File: config.mk
export PLATFORM = sky130hd
export DESIGN_NAME = ltssm_detect_ctrl
export DESIGN_NICKNAME = d
export VERILOG_FILES = /design/src/rtl/ltssm_detect_ctrl.sv
export SDC_FILE = /design/constraint.sdc
export NUM_CORES = 1
export LEC_CHECK = 0
export CORE_MARGIN = 10
export CORE_UTILIZATION = 30
export DETAILED_ROUTE_END_ITERATION = 10
export SLEW_MARGIN = 15
export SYNTH_ARGS = -nofsm -noshare
export SYNTH_HDL_FRONTEND = slang
export SYNTH_SLANG_ARGS = --single-unit
File: constraint.sdc
create_clock -name pclk -period 3 [get_ports pclk]
set_input_delay 0.6 -clock pclk [delete_from_list [all_inputs] [get_ports pclk]]
set_output_delay 0.6 -clock pclk [all_outputs]
set_load 0.02 [all_outputs]
File: src/rtl/ltssm_detect_ctrl.sv
// LTSSM Detect-state sequencer: times Detect.Quiet / Detect.Active, issues the
// receiver-detect request to the PIPE control stage and hands off to Polling.
module ltssm_detect_ctrl #(
  parameter int QUIET_CYCLES  = 12000,
  parameter int ACTIVE_CYCLES = 64,
  parameter int CNT_W         = 16
) (
  input  logic       pclk,
  input  logic       reset_n,
  input  logic       start,
  input  logic       link_down,
  input  logic       rx_elec_idle,
  input  logic       detect_status,
  output logic       elecidle_req,
  output logic       detect_req,
  output logic       detect_done,
  output logic [7:0] fail_count,
  output logic [1:0] state
);

  typedef enum logic [1:0] {
    ST_IDLE   = 2'd0,
    ST_QUIET  = 2'd1,
    ST_ACTIVE = 2'd2,
    ST_DONE   = 2'd3
  } state_t;

  localparam logic [CNT_W-1:0] QUIET_LAST  = CNT_W'(QUIET_CYCLES - 1);
  localparam logic [CNT_W-1:0] ACTIVE_LAST = CNT_W'(ACTIVE_CYCLES - 1);

  state_t           state_q, state_d;
  logic [CNT_W-1:0] timer_q, timer_d;
  logic [7:0]       fail_q, fail_d;
  logic             rx_prev_q;
  logic             elecidle_q, elecidle_d;
  logic             detect_req_q, detect_req_d;
  logic             detect_done_q, detect_done_d;
  logic             rx_fall;

  // The edge is only trusted once rx_prev_q was captured inside QUIET (timer != 0).
  assign rx_fall = (timer_q != '0) && rx_prev_q && !rx_elec_idle;

  always_ff @(posedge pclk or negedge reset_n) begin
    if (!reset_n) begin
      state_q       <= ST_IDLE;
      timer_q       <= '0;
      fail_q        <= '0;
      rx_prev_q     <= 1'b0;
      elecidle_q    <= 1'b1;
      detect_req_q  <= 1'b0;
      detect_done_q <= 1'b0;
    end else begin
      state_q       <= state_d;
      timer_q       <= timer_d;
      fail_q        <= fail_d;
      rx_prev_q     <= rx_elec_idle;
      elecidle_q    <= elecidle_d;
      detect_req_q  <= detect_req_d;
      detect_done_q <= detect_done_d;
    end
  end

  always_comb begin
    state_d = state_q;
    timer_d = timer_q + 1'b1;
    fail_d  = fail_q;
    case (state_q)
      ST_IDLE: begin
        timer_d = '0;
        if (start) state_d = ST_QUIET;
      end
      ST_QUIET: begin
        if (timer_q == QUIET_LAST || rx_fall) state_d = ST_ACTIVE;
      end
      ST_ACTIVE: begin
        // Success wins over a coincident timeout.
        if (detect_status) begin
          state_d = ST_DONE;
        end else if (timer_q == ACTIVE_LAST) begin
          state_d = ST_QUIET;
          if (fail_q != 8'hFF) fail_d = fail_q + 8'd1;
        end
      end
      default: begin
        timer_d = '0;
      end
    endcase
    if (link_down) begin
      state_d = ST_IDLE;
      fail_d  = fail_q;
    end
    if (state_d != state_q) timer_d = '0;
    detect_req_d  = (state_q == ST_QUIET)  && (state_d == ST_ACTIVE);
    detect_done_d = (state_q == ST_ACTIVE) && (state_d == ST_DONE);
    elecidle_d    = (state_d != ST_DONE);
  end

  assign elecidle_req = elecidle_q;
  assign detect_req   = detect_req_q;
  assign detect_done  = detect_done_q;
  assign fail_count   = fail_q;
  assign state        = state_q;

endmodule
==> impl_results.html <==
<table>
<tr><th>Metric</th><th>Value</th></tr>
<tr><th colspan="2">Route</th></tr>
<tr><td>Detail-routed net length per standard cell</td><td>13.7 um</td></tr>
<tr><td>Vias per Instance</td><td>5.12</td></tr>
<tr><td>Number of iterations in the first detailed-routing pass</td><td>4</td></tr>
<tr><td>Total wire length</td><td>3620 um</td></tr>
<tr><td>Drt first-iter violations</td><td>39</td></tr>
<tr><td>Final ANT Viol Nets</td><td>0</td></tr>
<tr><td>Vias after detailed routing</td><td>1347</td></tr>
<tr><td>Remaining routing DRC violations</td><td>0</td></tr>
<tr><th colspan="2">STA</th></tr>
<tr><td>Sum of negative setup slack</td><td>0 ns</td></tr>
<tr><td>Finish-stage setup viols</td><td>0</td></tr>
<tr><td>RSZ-0062 raised after global routing</td><td>no</td></tr>
<tr><td>Final Max Slew Viols</td><td>0</td></tr>
<tr><td>Final period demand of the worst path</td><td>2.53 ns</td></tr>
<tr><td>Worst clock skew</td><td>0.0104 ns</td></tr>
<tr><td>PnR worst setup slack</td><td>0.471 ns</td></tr>
<tr><td>Crit share post-route</td><td>0.843</td></tr>
<tr><td>Post-Route Hold Slack</td><td>0.507 ns</td></tr>
<tr><td>Normalized max-slew margin</td><td>0.544</td></tr>
<tr><td>Maximum achievable frequency</td><td>0.395 GHz</td></tr>
<tr><td>Transition at the pin with the smallest max-transition slack</td><td>0.683 ns</td></tr>
<tr><td>Number of failing hold endpoints at the final stage</td><td>0</td></tr>
<tr><th colspan="2">Synth</th></tr>
<tr><td>Post-synth cell types</td><td>41</td></tr>
<tr><td>Top flip-flop cell by instance count after synthesis</td><td>dfrtp_1</td></tr>
<tr><td>Number of enable flip-flop cells after synthesis</td><td>0</td></tr>
<tr><td>Seq/Total Area, Yosys</td><td>0.431</td></tr>
<tr><td>Cell taking the most area after synthesis</td><td>dfrtp_1</td></tr>
<tr><td>Mean area per synthesized cell</td><td>10.3 um2</td></tr>
<tr><td>Flip-flop and latch count after synthesis</td><td>30</td></tr>
<tr><td>Number of instances in the synthesized netlist</td><td>170</td></tr>
<tr><td>Netlist area before placement</td><td>1740 um2</td></tr>
<tr><td>Top cells by area, synth</td><td>dfrtp_1 (42%), xnor2_1 (7.0%), ha_1 (5.0%), nor3_1 (4.9%), xor2_1 (3.0%)</td></tr>
<tr><td>Share of Yosys cell area claimed by the top area cell type</td><td>0.416</td></tr>
<tr><td>Yosys Warn Count</td><td>0</td></tr>
<tr><td>Share of synthesized flip-flops with an asynchronous set or reset</td><td>1.00</td></tr>
<tr><td>Synth Net Count</td><td>183</td></tr>
<tr><td>Top-count cell post-synth</td><td>dfrtp_1</td></tr>
<tr><td>Most frequent cells after synthesis</td><td>dfrtp_1 (29), nor3_1 (17), xnor2_1 (14)</td></tr>
<tr><th colspan="2">Floorplanning</th></tr>
<tr><td>Die outline area</td><td>9260 um2</td></tr>
<tr><td>Die Wd</td><td>96.2 um</td></tr>
<tr><td>Die boundary height</td><td>96.2 um</td></tr>
<tr><td>Effective utilization at floorplan</td><td>0.313</td></tr>
<tr><td>Placeable Area</td><td>5570 um2</td></tr>
<tr><td>I/O Pins</td><td>19</td></tr>
<tr><td>Row count</td><td>27</td></tr>
<tr><th colspan="2">Job</th></tr>
<tr><td>Number of violations of the max-capacitance limit</td><td>0</td></tr>
<tr><th colspan="2">Global route</th></tr>
<tr><td>Global-route usage over all layers</td><td>0.0897</td></tr>
<tr><td>First-pass GRT wire length</td><td>6450 um</td></tr>
<tr><td>Global route total overflow</td><td>0</td></tr>
<tr><td>Largest net degree at the start of global routing</td><td>31</td></tr>
<tr><td>Via count of the first global-routing pass</td><td>1372</td></tr>
<tr><td>Initial antenna violation count</td><td>0</td></tr>
<tr><th colspan="2">Place</th></tr>
<tr><td>Pre-CTS setup slack</td><td>0.405 ns</td></tr>
<tr><td>Routability-driven placement congestion ratio</td><td>0.843</td></tr>
<tr><td>Hpwl dp</td><td>2580 um</td></tr>
<tr><td># port buffers</td><td>18</td></tr>
<tr><th colspan="2">Setup path</th></tr>
<tr><td>Crit path largest cell delay</td><td>0.63 ns</td></tr>
<tr><td>Number of cells on the critical path</td><td>5</td></tr>
<tr><td>Data required time of the critical path</td><td>3.14 ns</td></tr>
<tr><td>Crit-path max FO</td><td>16</td></tr>
<tr><td>Kind of end point of the critical path</td><td>flop</td></tr>
<tr><td>Depth of the worst register-to-register path</td><td>5</td></tr>
<tr><td>CP arrival</td><td>2.67 ns</td></tr>
<tr><td>CP max stage cell</td><td>o32ai_4</td></tr>
<tr><td>Nature of the critical path startpoint</td><td>flop</td></tr>
<tr><td>Worst Path Class, Setup</td><td>flop to flop</td></tr>
<tr><td>Worst-path cell chain</td><td>nor4_2, nand4_1, a211o_1, o32ai_4, nor3_1</td></tr>
<tr><td>Crit path buf inv count</td><td>0</td></tr>
<tr><td>Category of cells accounting for the largest share of critical-path delay</td><td>compound AO/OA/AOI/OAI gates</td></tr>
<tr><th colspan="2">Pwr</th></tr>
<tr><td>Power Total</td><td>0.972 mW</td></tr>
<tr><td>Worst-case vdd ir drop</td><td>159 uV</td></tr>
<tr><td>Power density over the cells</td><td>465 nW/um2</td></tr>
<tr><td>Cell leakage power</td><td>0.791 nW</td></tr>
<tr><th colspan="2">Run status</th></tr>
<tr><td>Status</td><td>finished clean</td></tr>
<tr><th colspan="2">Finish</th></tr>
<tr><td>Area used by sequential logic in the layout</td><td>752 um2</td></tr>
<tr><td>Ratio of cells with drive above 1 in the final layout</td><td>0.0890</td></tr>
<tr><td>Area growth from synthesis to layout</td><td>19.9%</td></tr>
<tr><td>Multi-input gate area</td><td>938 um2</td></tr>
<tr><td>Number of filler cells placed in the layout</td><td>567</td></tr>
<tr><td>Count of nets after finishing</td><td>203</td></tr>
<tr><td>Number of inserted diodes</td><td>0</td></tr>
<tr><th colspan="2">Clocking</th></tr>
<tr><td>Number of sinks on the clock net</td><td>30</td></tr>
<tr><td>Master cell of the clock root buffer</td><td>clkbuf_8</td></tr>
<tr><td>Worst-path clk slew</td><td>0.07 ns</td></tr>
<tr><td>Later-pin clock latency in the skew report</td><td>0.30 ns</td></tr>
<tr><td>Clock tree from TritonCTS</td><td>done</td></tr>
<tr><td>Total CTS buffers</td><td>5</td></tr>
<tr><td>Number of gates resized after cts</td><td>0</td></tr>
<tr><td>Post-CTS setup buffer count</td><td>0</td></tr>
<tr><td>Largest buffer count on any clock path</td><td>2</td></tr>
<tr><td>Hold Buf Count CTS</td><td>0</td></tr>
<tr><td>Count of H-tree levels built during CTS</td><td>2</td></tr>
<tr><th colspan="2">Worst hold path</th></tr>
<tr><td>Worst Hold Path Cells</td><td>1</td></tr>
<tr><td>Kind of path behind the tightest hold check</td><td>flop to flop</td></tr>
</table>
[path summary, 6_finish.rpt]
path	startpoint	to	slack [ns]
min in group asynchronous	reset_n	fail_count[5]	0.69
hold / removal	fail_count[7]	fail_count[7]	0.51
hold reg to reg	fail_count[7]	fail_count[7]	0.51
setup reg to reg	timer_q[6]	timer_q[5]	0.47
max in group asynchronous	reset_n	elecidle_req	2.00
setup / recovery	timer_q[6]	timer_q[5]	0.47
[layer usage]
layer,wire length (um),up-vias,part of all wire,global-route usage
li1,-,666,-,-
met1,1660,638,0.46,0.108
met2,1580,33,0.44,0.135
met3,282,10,0.078,0.0304
met4,95,0,0.026,0.0541
met5,0,-,0,0
[state kept, by name, indices dropped and copies added, names as in the netlist]
register / flops
fail_count: 8
elecidle_req: 1
detect_done: 1
state: 2
timer_q: 16
detect_req: 1
rx_prev_q: 1
[worst register-to-register path, stage by stage (launching register included)]
cell	delay, ns
dfrtp_1	0.47
nor4_2	0.43
nand4_1	0.31
a211o_1	0.40
o32ai_4	0.63
nor3_1	0.15
[power breakdown]
part           leakage (nW)  internal, mW  switching, mW
Sequential            0.412         0.416         0.0198
Combinational         0.332        0.0759          0.118
Clock                0.0472         0.184          0.158
Total                 0.791         0.676          0.296
[per-stage QoR]
stage	util	instances	instance area, um2
2_1_floorplan	-	170	1740
3_3_place_gp	0.358	255	1990
3_5_place_dp	0.358	255	1990
4_1_cts	0.375	263	2090
5_1_grt	0.375	263	2090
6_report	0.375	263	2090
[cell families (layout without fill, tap and decap cells)]
group,count (synthesis),after routing,share of synthesized area
AND/OR/NAND/NOR,77,77,0.270
AO/OA/AOI/OAI,22,22,0.111
adder cells (fa/ha/maj),7,7,0.0502
multiplexers,1,1,0.00646
XOR/XNOR,20,20,0.101
buffers and inverters,13,34,0.0302
flip-flops,30,30,0.431
[area by class of cell]
cell class | instances | area share
multi-input combinational | 127 | 0.449
clock inverter | 2 | 0.00599
tap | 72 | 0.0431
inverter | 7 | 0.0126
clock buffer | 6 | 0.0395
sequential | 30 | 0.360
timing repair buffer | 19 | 0.0898
[cell usage in the layout (no fill, tap or decap), types with 2 or more instances in the layout]
cell type and count:
inv_1 7, clkdlybuf4s50_1 18, nand4_1 7, nand2_1 9, dfrtp_1 29, ha_1 7
a21oi_1 4, xor2_1 6, nor2_1 4, o21ai_0 4, nor2b_1 3, a211oi_1 3
nand2b_1 3, and2_1 2, and3_1 5, or4_1 2, xnor2_1 14, nor3_1 17
nor4_1 3, nor3b_1 2, and4_1 4, nand3_1 9, nor4_2 3, clkbuf_8 6
Note: power is estimated with default switching activity, not from simulation.
